`config.mk`:
```
export PLATFORM = sky130hd
export DESIGN_NAME = muldiv_seq
export DESIGN_NICKNAME = d
export VERILOG_FILES = /design/src/rtl/muldiv_pkg.sv /design/src/rtl/muldiv_step.sv /design/src/rtl/muldiv_seq.sv
export SDC_FILE = /design/constraint.sdc
export NUM_CORES = 1
export LEC_CHECK = 0
export ABC_CLOCK_PERIOD_IN_PS = 4550
export CORE_MARGIN = 8
export CORE_UTILIZATION = 45
export DETAILED_ROUTE_END_ITERATION = 8
export PLACE_DENSITY = 0.63
export SYNTH_ARGS = -nofsm -noshare
export SYNTH_HDL_FRONTEND = slang
export SYNTH_SLANG_ARGS = --single-unit
export TNS_END_PERCENT = 100
```
`constraint.sdc`:
```
create_clock -name clk -period 4.55 [get_ports clk]
set_clock_uncertainty 0.15 [all_clocks]
set_input_delay 0.455 -clock clk [delete_from_list [all_inputs] [get_ports clk]]
set_output_delay 0.455 -clock clk [all_outputs]
set_load 0.005 [all_outputs]
```
`src/rtl/muldiv_pkg.sv`:
```
// rtl/muldiv_pkg.sv - shared op encodings, FSM states and constants for the multiply/divide sequencer
package muldiv_pkg;

  localparam logic [1:0] OP_MULTU = 2'b00;
  localparam logic [1:0] OP_MULT  = 2'b01;
  localparam logic [1:0] OP_DIVU  = 2'b10;
  localparam logic [1:0] OP_DIV   = 2'b11;

  // Wide enough for any supported WIDTH; users slice the low WIDTH bits.
  localparam logic [63:0] DIV0_LO = '1;

  typedef enum logic [1:0] {
    IDLE = 2'd0,
    RUN  = 2'd1,
    FIX  = 2'd2
  } state_t;

  function automatic logic is_div_op(input logic [1:0] o);
    return (o == OP_DIVU) || (o == OP_DIV);
  endfunction

  function automatic logic is_signed_op(input logic [1:0] o);
    return (o == OP_MULT) || (o == OP_DIV);
  endfunction

endpackage

```
`src/rtl/muldiv_step.sv`:
```
// rtl/muldiv_step.sv - one combinational iteration of shift-add multiply or restoring divide
module muldiv_step #(
  parameter int WIDTH = 32
) (
  input  logic                 is_div,
  input  logic [2*WIDTH-1:0]   acc_in,
  input  logic [WIDTH-1:0]     rem_in,
  input  logic [WIDTH-1:0]     opnd,
  output logic [2*WIDTH-1:0]   acc_out,
  output logic [WIDTH-1:0]     rem_out
);

  logic [WIDTH:0] sum;
  logic [WIDTH:0] shifted;
  logic [WIDTH:0] diff;

  // Divide keeps the dividend/quotient in acc_in[WIDTH-1:0]; multiply uses the full accumulator.
  always_comb begin
    sum     = {1'b0, acc_in[2*WIDTH-1:WIDTH]} + (acc_in[0] ? {1'b0, opnd} : '0);
    shifted = {rem_in, acc_in[WIDTH-1]};
    diff    = shifted - {1'b0, opnd};
    acc_out = {sum, acc_in[WIDTH-1:1]};
    rem_out = rem_in;
    if (is_div) begin
      rem_out = diff[WIDTH] ? shifted[WIDTH-1:0] : diff[WIDTH-1:0];
      acc_out = {acc_in[2*WIDTH-1:WIDTH], acc_in[WIDTH-2:0], ~diff[WIDTH]};
    end
  end

endmodule

```
`src/rtl/muldiv_seq.sv`:
```
// rtl/muldiv_seq.sv - iterative MIPS multiply/divide sequencer owning the HI/LO registers
module muldiv_seq
  import muldiv_pkg::*;
#(
  parameter int WIDTH = 32,
  parameter int CNT_W = 6
) (
  input  logic             clk,
  input  logic             rst_n,
  input  logic             start,
  input  logic [1:0]       op,
  input  logic [WIDTH-1:0] rs_val,
  input  logic [WIDTH-1:0] rt_val,
  input  logic             flush,
  input  logic             hi_we,
  input  logic             lo_we,
  input  logic [WIDTH-1:0] wdata,
  output logic             busy,
  output logic             done,
  output logic             div_by_zero,
  output logic [WIDTH-1:0] hi,
  output logic [WIDTH-1:0] lo
);

  state_t               state;
  logic [CNT_W-1:0]     cnt;
  logic [1:0]           op_q;
  logic [2*WIDTH-1:0]   acc;
  logic [2*WIDTH-1:0]   acc_nx;
  logic [WIDTH-1:0]     rem;
  logic [WIDTH-1:0]     rem_nx;
  logic [WIDTH-1:0]     opnd;
  logic [WIDTH-1:0]     rs_raw;
  logic                 neg_q;
  logic                 neg_rem_q;
  logic                 div0_q;

  logic                 sgn;
  logic [WIDTH-1:0]     rs_abs;
  logic [WIDTH-1:0]     rt_abs;
  logic [2*WIDTH-1:0]   prod_fix;
  logic [WIDTH-1:0]     quo_fix;
  logic [WIDTH-1:0]     rem_fix;

  assign sgn      = is_signed_op(op);
  assign rs_abs   = (sgn && rs_val[WIDTH-1]) ? -rs_val : rs_val;
  assign rt_abs   = (sgn && rt_val[WIDTH-1]) ? -rt_val : rt_val;
  assign prod_fix = neg_q ? -acc : acc;
  assign quo_fix  = neg_q ? -acc[WIDTH-1:0] : acc[WIDTH-1:0];
  assign rem_fix  = neg_rem_q ? -rem : rem;

  muldiv_step #(.WIDTH(WIDTH)) u_step (
    .is_div  (is_div_op(op_q)),
    .acc_in  (acc),
    .rem_in  (rem),
    .opnd    (opnd),
    .acc_out (acc_nx),
    .rem_out (rem_nx)
  );

  always_ff @(posedge clk or negedge rst_n) begin
    if (!rst_n) begin
      state       <= IDLE;
      cnt         <= '0;
      op_q        <= OP_MULTU;
      acc         <= '0;
      rem         <= '0;
      opnd        <= '0;
      rs_raw      <= '0;
      neg_q       <= 1'b0;
      neg_rem_q   <= 1'b0;
      div0_q      <= 1'b0;
      busy        <= 1'b0;
      done        <= 1'b0;
      div_by_zero <= 1'b0;
      hi          <= '0;
      lo          <= '0;
    end else begin
      done <= 1'b0;
      if (flush) begin
        // A squash drops any in-flight result and any same-cycle request.
        if (state != IDLE) div_by_zero <= 1'b0;
        state <= IDLE;
        busy  <= 1'b0;
      end else begin
        case (state)
          IDLE: begin
            if (hi_we) hi <= wdata;
            if (lo_we) lo <= wdata;
            if (start) begin
              op_q        <= op;
              rs_raw      <= rs_val;
              neg_q       <= sgn & (rs_val[WIDTH-1] ^ rt_val[WIDTH-1]);
              neg_rem_q   <= sgn & rs_val[WIDTH-1];
              div0_q      <= is_div_op(op) && (rt_val == '0);
              rem         <= '0;
              cnt         <= '0;
              div_by_zero <= 1'b0;
              busy        <= 1'b1;
              state       <= RUN;
              if (is_div_op(op)) begin
                acc  <= {{WIDTH{1'b0}}, rs_abs};
                opnd <= rt_abs;
              end else begin
                acc  <= {{WIDTH{1'b0}}, rt_abs};
                opnd <= rs_abs;
              end
            end
          end
          RUN: begin
            acc <= acc_nx;
            rem <= rem_nx;
            cnt <= cnt + 1'b1;
            if (cnt == CNT_W'(WIDTH - 1)) state <= FIX;
          end
          FIX: begin
            if (!is_div_op(op_q)) begin
              hi <= prod_fix[2*WIDTH-1:WIDTH];
              lo <= prod_fix[WIDTH-1:0];
            end else if (div0_q) begin
              hi <= rs_raw;
              lo <= DIV0_LO[WIDTH-1:0];
            end else begin
              hi <= rem_fix;
              lo <= quo_fix;
            end
            div_by_zero <= div0_q;
            done        <= 1'b1;
            busy        <= 1'b0;
            state       <= IDLE;
          end
          default: begin
            state <= IDLE;
            busy  <= 1'b0;
          end
        endcase
      end
    end
  end

endmodule

```
==> summary.md, run 1 <==
| Metric | Value |
|---|---|
| Status | complete, no violations |
| CTS Buf Count | 29 |
| Async SR Flop Fraction | 100% |
| Peak fanout along the critical path | 35 |
| Critical path's slowest cell | a221oi_1 |
| Critical Path RT | 4.91 ns |
| Io pins | 171 |
| Hold WS | 0.290 ns |
| CP peak stage delay | 0.52 ns |
| Die area | 46600 µm² |
| Simple-gate share of the synthesized area | 19.8% |
| Worst Path Buf+Inv | 2 |
| Synthesized-area fraction occupied by adder cells | 5.03% |
| Largest family of logic cells by synthesized area | compound AO/OA/AOI/OAI gates |
| 1st-pass router iterations | 5 |
| Post-Syn Area per Cell | 7.97 µm² |
| CP arrival | 4.46 ns |
| Vias in the first global route | 16344 |
| Row count | 73 |
| Max-slew headroom | 30.0% |
| I/O Buffers | 170 |
| Class of the most critical setup path | reg -> reg |
| Clk buf depth | 3 |
| Most common cell after layout, fill and taps aside | nand2_1 |
| Mux share of post-synthesis cell area | 4.10% |
| H-tree Lvls | 1 |
| # DRC | 0 |
| Routability cong. | 0.983 |
| Crit path launch | acc[31]$_DFFE_PN0P_ |
| Initial antenna violation count | 1 |
| Core box area | 39500 µm² |
| CP startpoint kind | flop |
| Ordered list of cells on the worst path | inv_1 -> ha_1 -> fa_1 -> nand2b_1 -> a21o_1 -> a311o_1 -> a221oi_1 -> o21bai_1 -> a21oi_1 -> o21ba_2 -> buf_12 -> mux2_2 -> o21ai_0 |
| Worst vdd ir | 315 µV |
| Hold Crit Class | in -> async |
| Cell variety after synth | 75 |
| Multi-input gate area | 11200 µm² |
| Post-CTS Setup Bufs | 0 |
| Via density | 5.98 |
| Area grow syn2layout | 17.2% |
| Vias | 17299 |
| Final Cell Area | 21000 µm² |
| Routed WL | 66600 µm |
| RSZ-0062 raised after global routing | false |
| Clk sinks | 239 |
| Mapped Area | 18000 µm² |
| First-pass GRT wire length | 101000 µm |
| Antenna Nets Post-Route | 0 |
| CTS tree | done |
| Die width | 216 µm |
| # diodes | 0 |
| Most used DFF post-synth | dfrtp_1 |
| Avg WL per Cell | 23.0 µm |
| CP endpoint kind | flop |
| Most frequent cells in the layout | nand2_1 (296), o21ai_0 (251), dfrtp_1 (236) |
| Root buffer cell | clkbuf_16 |
| Grt met1 use | 38.7% |
| Seq/Total Area, Yosys | 33.3% |
| Dpl hpwl | 51900 µm |
| Setup-failing EPs final | 0 |
| Leakage | 8.75 nW |
| Worst-Margin Slew | 1.05 ns |
| Worst-Skew Late Latency | 0.59 ns |
| Die height | 216 µm |
| Syn_nets | 2428 |
| M3 GR Usage | 5.38% |
| Yosys warning count | 0 |
| Fraction of layout instances using a drive strength above 1 | 5.03% |
| Total gr overflow | 0 |
| Slew Viols, Final | 0 |
| Nets | 2520 |
| Fmax | 0.244 GHz |
| Post-synth EDFFs | 0 |
| Synth Register Bits | 239 |
| Initial DRC count | 1631 |
| Post-synthesis compound-gate area fraction | 23.3% |
| Met2 Usage GRT | 41.3% |
| Tcrit/Tclk final | 90.2% |
| FF-to-FF setup slack | 0.44 ns |
| TNS Setup | 0 ns |
| Placed Area | 20100 µm² |
| Final min period | 4.11 ns |
| Global Route Usage Sum | 27.4% |
| Syn Inst Count | 2253 |
| Initial Util | 45.4% |
| Endpoints failing hold | 0 |
| Global routing's busiest layer | met2 |
| Fill cells | 3768 |
| Reg clk slew, reported paths | 0.06 ns |
| Post-synthesis xor/xnor area fraction | 10.1% |
| Largest net degree at the start of global routing | 92 |
| Max_cap viols | 0 |
| R2R Path Start | acc[31]$_DFFE_PN0P_ |
| Power density cells | 397 nW/µm² |
| Storage cell area | 5980 µm² |
| Cell family with most CP delay | compound AO/OA/AOI/OAI gates |
==> final cells by class <==
type / instances / share of cell area [%]
multi-input combinational: 1809 / 53.3
tap: 525 / 3.12
clock inverter: 15 / 0.856
inverter: 62 / 1.11
sequential: 239 / 28.4
timing repair buffer: 204 / 9.43
clock buffer: 38 / 3.70
==> layer usage <==
layer,vias up,share of wire (%)
met4,0,4.0
li1,8242,-
met1,8300,45
met5,-,0
met2,659,43
met3,98,8.1
==> what timing repair did <==
action | CTS | global route
hold buffers | 1 | 0
resized for setup | 0 | 0
endpoints found under the hold margin | 68 | 0
==> worst register-to-register path, cell delays in order (launching register included) <==
cell	delay, ns
dfrtp_1	0.41
inv_1	0.10
ha_1	0.25
fa_1	0.40
nand2b_1	0.19
a21o_1	0.20
a311o_1	0.34
a221oi_1	0.52
o21bai_1	0.25
a21oi_1	0.18
o21ba_2	0.23
buf_12	0.27
mux2_2	0.40
o21ai_0	0.13
==> sequential cells by signal (all words and copies together) (netlist names) <==
signal / count
neg_q: 1
acc: 64
neg_rem_q: 1
hi: 32
rem: 32
state: 2
done: 1
rs_raw: 32
div0_q: 1
opnd: 32
cnt: 6
lo: 32
busy: 1
div_by_zero: 1
op_q: 1
==> synthesized netlist by cell type, types with 15 or more instances <==
master | count | area share (%)
a21o_1 | 22 | 0.92
a21oi_1 | 177 | 4.9
and3_1 | 20 | 0.70
clkbuf_1 | 120 | 2.5
dfrtp_1 | 239 | 33
ha_1 | 69 | 4.8
inv_1 | 62 | 1.3
mux2i_1 | 68 | 3.8
nand2_1 | 297 | 6.2
nand2b_1 | 19 | 0.66
nand3_1 | 74 | 2.1
nor2_1 | 176 | 3.7
nor3_1 | 40 | 1.1
nor4_1 | 15 | 0.52
o211ai_1 | 28 | 1.2
o21a_1 | 17 | 0.71
o21ai_0 | 253 | 7.0
o221ai_1 | 25 | 1.2
o22ai_1 | 27 | 0.94
o31ai_1 | 42 | 1.8
o41ai_1 | 15 | 0.73
or3_1 | 43 | 1.5
or4_1 | 18 | 0.75
xnor2_1 | 113 | 5.5
xor2_1 | 94 | 4.6
==> kinds of logic after synthesis <==
group | after synthesis
compound gates | 690
mux | 73
buf+inv | 205
simple gates | 768
xor+xnor | 207
fa+ha+maj | 71
flops | 239
==> worst paths after layout <==
path                                     endpoint  depth (start not counted)
max                            rem[1]$_DFFE_PN0P_                         13
min                           acc[59]$_DFFE_PN0P_                          2
max reg2reg                    rem[1]$_DFFE_PN0P_                         13
min reg2reg                rs_raw[13]$_DFFE_PN0P_                          2
max in group asynchronous      rem[3]$_DFFE_PN0P_                          3
min in group clk              opnd[7]$_DFFE_PN0P_                          3
==> per-stage QoR <==
| stage | utilization [%] | power, mW | setup slack (ns) | instances |
|---|---|---|---|---|
| 3_3_place_gp | 50.8 | 5.87 | 0.582 | 2838 |
| 6_report | 53.2 | 8.35 | 0.444 | 2892 |
| 4_1_cts | 53.2 | 8.32 | 0.476 | 2892 |
| 3_5_place_dp | 50.8 | 5.93 | 0.475 | 2838 |
| 2_1_floorplan | - | 4.75 | 0.998 | 2253 |
| 5_1_grt | 53.2 | 8.77 | 0.192 | 2892 |
==> where the power goes <==
| part | internal (mW) | leakage, nW | switching, mW |
|---|---|---|---|
| sequential | 2.49 | 3.01 | 0.497 |
| clock | 1.38 | 0.465 | 1.01 |
| combinational | 1.26 | 5.28 | 1.71 |
No activity file was read; power rests on OpenSTA's default activity.
==> inputs of run 2 (changes only) <==
Settings changed: CTS_CLUSTER_DIAMETER set to 80, PLACE_DENSITY 0.63 to 0.69.
==> summary.md, run 2 (synthesis results as in run 1) <==
| Metric | Value |
|---|---|
| Worst-Margin Slew | 1.20 ns (+0.155 ns) |
| Fill cells | 3812 (+1.2%) |
| Io pins | 171 (unchanged) |
| Clk sinks | 239 (unchanged) |
| Nets | 2515 (-0.20%) |
| Most common cell after layout, fill and taps aside | nand2_1 |
| Routability cong. | 0.966 (-1.7%) |
| Global routing's busiest layer | met2 |
| Via density | 6.08 (+1.7%) |
| Final min period | 4.27 ns (+0.165 ns) |
| Endpoints failing hold | 0 (unchanged) |
| Slew Viols, Final | 0 (unchanged) |
| Initial Util | 45.4% (unchanged) |
| Final Total Pwr | 8.49 mW (+1.7%) |
| Setup-failing EPs final | 0 (unchanged) |
| Grt met1 use | 39.0% (+0.38 points) |
| Routed WL | 66900 µm (+0.46%) |
| R2R Path Start | acc[31]$_DFFE_PN0P_ |
| Met2 Usage GRT | 41.7% (+0.38 points) |
| Max_cap viols | 0 (unchanged) |
| Initial antenna violation count | 1 (unchanged) |
| Hold WS | 0.324 ns (+0.0346 ns) |
| Fraction of layout instances using a drive strength above 1 | 4.87% (-0.16 points) |
| Fmax | 0.234 GHz (-3.9%) |
| Most frequent cells in the layout | nand2_1 (296), o21ai_0 (251), dfrtp_1 (236) |
| M3 GR Usage | 5.19% (-0.20 points) |
| Class of the most critical setup path | reg -> reg |
| H-tree Lvls | 1 (unchanged) |
| Quantity of gates resized following cts | 0 (unchanged) |
| Critical path's slowest cell | o21ba_2 |
| Die height | 216 µm (unchanged) |
| Avg WL per Cell | 23.1 µm (+0.57%) |
| RSZ-0062 raised after global routing | false |
| CP startpoint kind | flop |
| Hold path start | lo[26]$_DFFE_PN0P_ |
| # DRC | 0 (unchanged) |
| Initial DRC count | 1664 (+2.0%) |
| 1st-pass router iterations | 5 (unchanged) |
| Multi-input gate area | 11200 µm² (unchanged) |
| Reg clk slew, reported paths | 0.07 ns (about the same) |
| Row count | 73 (unchanged) |
| CTS tree | done |
| Dpl cells | 2832 (-0.21%) |
| Power density cells | 403 nW/µm² (+1.5%) |
| Area grow syn2layout | 17.4% |
| Die width | 216 µm (unchanged) |
| Total gr overflow | 0 (unchanged) |
| Max-slew headroom | 20.0% (-10 points) |
| Die area | 46600 µm² (unchanged) |
| Global Route Usage Sum | 27.6% (+0.17 points) |
| CP endpoint kind | flop |
| CTS Buf Count | 30 (+3.4%) |
| Vias in the first global route | 16796 (+2.8%) |
| Non-Filler Instances | 2889 (-0.10%) |
| Vias | 17578 (+1.6%) |
| CP peak stage delay | 0.54 ns (+0.02 ns) |
| Root buffer cell | clkbuf_16 |
| Hold path cells | 2 |
| CP arrival | 4.54 ns (+0.08 ns) |
| Dpl hpwl | 51600 µm (-0.67%) |
| Worst-Skew Late Latency | 0.60 ns (about the same) |
| Max FFs per register | 64 (unchanged) |
| FF-to-FF path depth | 13 (unchanged) |
| Crit path launch | acc[31]$_DFFE_PN0P_ |
| Worst vdd ir | 276 µV (-13%) |
| Status | complete, no violations |
| Core box area | 39500 µm² (unchanged) |
| TNS Setup | 0 ns (unchanged) |
| Peak fanout along the critical path | 23 (-34%) |
| Ordered list of cells on the worst path | inv_1 -> ha_1 -> fa_1 -> nand2b_1 -> a21o_1 -> a311o_1 -> a221oi_1 -> o21bai_1 -> a21oi_1 -> o21ba_2 -> buf_12 -> mux2i_1 -> o21ai_0 |
| Critical Path RT | 4.82 ns (-0.09 ns) |
| Register with the highest flop count | acc |
| Storage cell area | 5980 µm² (unchanged) |
| Leakage | 8.76 nW (+0.11%) |
| Hold Crit Class | reg -> reg |
| Clk buf depth | 3 (unchanged) |
| First-pass GRT wire length | 101000 µm (+0.75%) |
| Largest net degree at the start of global routing | 133 (+45%) |
| I/O Buffers | 170 (unchanged) |
| Antenna Nets Post-Route | 0 (unchanged) |
| Tcrit/Tclk final | 93.9% (+3.6 points) |
==> run 2: cell types whose count changed in the layout (fill, tap and decap cells not counted), sizes merged <==
cell,delta
bufinv,+1
clkbuf,+3
diode,+1
buf,-6
clkinv,-1
clkinvlp,-1
==> run 2: final cells by class <==
type | count | area share, %
antenna | 1 | 0.0119
multi-input combinational | 1809 | 53.2
timing repair buffer | 198 | 9.20
clock buffer | 41 | 3.95
inverter | 62 | 1.10
clock inverter | 14 | 1.00
tap | 525 | 3.12
sequential | 239 | 28.4
==> run 2: worst max-delay path: cells and delay by family, from the launching register on <==
family,cells,cell delay (ns)
muxes,1,0.22
DFF,1,0.41
and+or+nand+nor,1,0.20
buffers and inverters,2,0.37
adders and majority gates,2,0.62
AOI/OAI and AO/OA,7,2.10
==> run 2: path summary, 6_finish.rpt <==
check | to | slack (ns)
setup / recovery | rem[8]$_DFFE_PN0P_ | 0.28
hold / removal | lo[26]$_DFFE_PN0P_ | 0.32
setup reg to reg | rem[8]$_DFFE_PN0P_ | 0.28
hold reg to reg | lo[26]$_DFFE_PN0P_ | 0.32
max in group asynchronous | hi[20]$_DFFE_PN0P_ | 2.51
min in group asynchronous | opnd[9]$_DFFE_PN0P_ | 0.45
==> run 2: power by group <==
| part | switching (mW) | internal [mW] |
|---|---|---|
| combinational | 1.70 | 1.26 |
| clock | 1.01 | 1.51 |
| sequential | 0.514 | 2.49 |
==> run 2: metrics by stage <==
| step | util, % | area, µm² | setup WS (ns) |
|---|---|---|---|
| after floorplan | - | 18000 | 0.998 |
| after global placement | 50.6 | 20000 | 0.522 |
| after detailed placement | 50.6 | 20000 | 0.405 |
| after CTS | 53.3 | 21100 | 0.346 |
| after global routing | 53.3 | 21100 | 0.0691 |
| final | 53.3 | 21100 | 0.278 |
==> run 2: routing by layer <==
layer / vias to the layer above / part of all wire, %
met5: - / 0.019
met1: 8500 / 45
met3: 102 / 8.1
li1: 8238 / -
met2: 736 / 43
met4: 2 / 3.9
==> run 2: timing repair <==
item / 4_1_cts / 5_1_grt
endpoints found under the hold margin: 129 / 0
buffers inserted: 0 / 0
hold buffers: 1 / 0
==> inputs of run 3 (changes only) <==
Settings changed: CORE_UTILIZATION 45 to 51, PLACE_DENSITY 0.69 to 0.76.
==> summary.md, run 3 (synthesis results as in run 1) <==
| Metric | Value |
|---|---|
| Largest net degree at the start of global routing | 116 (-13%) |
| Max_cap viols | 0 (unchanged) |
| Clock share of power | 27.8% (-2.0 points) |
| Slew Viols, Final | 0 (unchanged) |
| Met3 WL | 6750 µm (+24%) |
| Row count | 68 (-6.8%) |
| Die height | 204 µm (-5.6%) |
| Switching Power | 3.13 mW (-3.1%) |
| # diodes | 0 (-1) |
| Most common cell after layout, fill and taps aside | nand2_1 |
| Vias in the first global route | 16748 (-0.29%) |
| Initial Util | 51.9% (+6.5 points) |
| Nets | 2512 (-0.12%) |
| Post-CTS Setup Bufs | 0 (unchanged) |
| I/O Buffers | 170 (unchanged) |
| Worst-Margin Slew | 1.17 ns (-0.0309 ns) |
| Peak fanout along the critical path | 19 (-17%) |
| Register with the highest flop count | acc |
| Dpl hpwl | 49100 µm (-4.7%) |
| Clk sinks | 239 (unchanged) |
| First-pass GRT wire length | 97300 µm (-4.0%) |
| Worst Slack Setup Final | 0.481 ns (+0.203 ns) |
| Cell-internal power | 5.08 mW (-3.4%) |
| Most frequent cells in the layout | nand2_1 (296), o21ai_0 (251), dfrtp_1 (236) |
| H-tree Lvls | 1 (unchanged) |
| Via density | 6.33 (+4.0%) |
| Highest Signal Layer | met4 |
| Class of the most critical setup path | reg -> reg |
| Avg WL per Cell | 22.6 µm (-2.4%) |
| Root buffer cell | clkbuf_16 |
| CP startpoint kind | flop |
| Initial DRC count | 1765 (+6.1%) |
| Routability cong. | 0.990 (+2.5%) |
| CP arrival | 4.35 ns (-0.19 ns) |
| Status | complete, no violations |
| # DRC | 0 (unchanged) |
| Core box area | 34600 µm² (-12%) |
| Clk buf depth | 3 (unchanged) |
| Leakage | 8.70 nW (-0.64%) |
| Reg clk slew, reported paths | 0.06 ns (about the same) |
| Quantity of gates resized following cts | 0 (unchanged) |
| Critical Path RT | 4.83 ns (about the same) |
| Hold Crit Class | in -> reg |
| Final min period | 4.07 ns (-0.203 ns) |
| Max-slew headroom | 22.0% (+2.1 points) |
| Die width | 204 µm (-5.6%) |
| Seq pwr share | 36.7% (+1.3 points) |
| Tcrit/Tclk final | 89.4% (-4.5 points) |
| Final Total Pwr | 8.21 mW (-3.3%) |
| Antenna Nets Post-Route | 0 (unchanged) |
| Combinational power share | 35.5% (+0.6 points) |
| Io pins | 171 (unchanged) |
| RSZ-0062 raised after global routing | false |
| Initial antenna violation count | 1 (unchanged) |
| Post-layout util | 60.2% (+6.9 points) |
| Fraction of layout instances using a drive strength above 1 | 4.55% (-0.32 points) |
| Switch share | 38.1% (+0.084 points) |
| Setup Slack @ Placement | 0.533 ns (+0.127 ns) |
| Endpoints failing hold | 0 (unchanged) |
| Worst-Skew Late Latency | 0.57 ns (-0.03 ns) |
| Power density cells | 394 nW/µm² (-2.3%) |
| Area grow syn2layout | 16.2% |
| Global Route Usage Sum | 29.6% (+2.0 points) |
| CTS tree | done |
| Routed WL | 63500 µm (-5.1%) |
| Die area | 41500 µm² (-11%) |
| Total gr overflow | 0 (unchanged) |
| 1st-pass router iterations | 7 (+2) |
| Max FFs per register | 64 (unchanged) |
| Fmax | 0.246 GHz (+5.0%) |
| TNS Setup | 0 ns (unchanged) |
| Fill cells | 3090 (-19%) |
| Non-Filler Instances | 2809 (-2.8%) |
| M1 wire length | 26700 µm (-11%) |
| Met2 WL post-DR | 26900 µm (-6.8%) |
| Dpl cells | 2761 (-2.5%) |
| Setup-failing EPs final | 0 (unchanged) |
| Vias | 17781 (+1.2%) |
| CP endpoint kind | flop |
| Worst vdd ir | 319 µV (+16%) |
| CTS Buf Count | 28 (-6.7%) |
==> run 3: cell count changes in the layout (fill, tap and decap cells not counted), sizes merged <==
| cell | delta |
|---|---|
| buf | -1 |
| bufinv | -1 |
| clkbuf | -5 |
| clkinvlp | -1 |
| diode | -1 |
| inv | -1 |
==> run 3: critical path: stages (launching register included) <==
cell and delay [ns]:
dfrtp_1 0.49, inv_1 0.52, nor2_1 0.13, ha_1 0.36, nor2b_1 0.17, o31a_1 0.28
nor3_1 0.31, o31ai_1 0.17, a211oi_1 0.41, o21ai_0 0.28, a221oi_1 0.41, xor2_1 0.17
o21ai_0 0.08
==> run 3: timing repair <==
| action | in CTS | in global routing |
|---|---|---|
| setup endpoints to repair | 0 | 0 |
| hold endpoints to repair | 101 | 0 |
| hold buffers | 1 | 0 |
==> run 3: layout make-up <==
class | instances | area, µm² | area share [%]
clock buffer | 36 | 761 | 3.65
clock inverter | 11 | 148 | 0.708
inverter | 62 | 233 | 1.12
multi-input combinational | 1809 | 11200 | 53.8
sequential | 239 | 5980 | 28.7
tap | 455 | 569 | 2.73
timing repair buffer | 197 | 1940 | 9.32
==> run 3: metal layers <==
metal	vias to the layer above	GRT usage, %
met2	882	44.3
met4	0	13.3
met5	-	0
met3	122	6.35
li1	8240	-
met1	8537	40.6
==> run 3: path summary, 6_finish.rpt <==
path,to,depth (start not counted),slack (ns),start
setup / recovery,acc[61]$_DFFE_PN0P_,12,0.48,acc[0]$_DFFE_PN0P_
hold / removal,opnd[7]$_DFFE_PN0P_,3,0.31,op[1]
setup reg to reg,acc[61]$_DFFE_PN0P_,12,0.48,acc[0]$_DFFE_PN0P_
hold reg to reg,rs_raw[13]$_DFFE_PN0P_,2,0.33,rs_raw[13]$_DFFE_PN0P_
max in group asynchronous,lo[13]$_DFFE_PN0P_,3,2.81,rst_n
min in group asynchronous,acc[55]$_DFFE_PN0P_,2,0.35,rst_n
==> run 3: per-stage QoR <==
stage / hold WS, ns / cell area [µm²]
floorplan: 0.00941 / 18000
global placement: 0.306 / 19900
detailed placement: 0.313 / 19900
CTS: 0.292 / 20900
global route: 0.342 / 20900
finish: 0.307 / 20900
==> run 3: power by group through the flow <==
stage | logic (mW) | clock network, mW | registers (mW)
2_1_floorplan | 1.95 | 0 | 2.79
3_3_place_gp | 2.80 | 0 | 3.00
3_5_place_dp | 2.85 | 0 | 3.02
4_1_cts | 2.87 | 2.29 | 2.99
5_1_grt | 3.20 | 2.38 | 3.05
6_report | 2.91 | 2.29 | 3.01
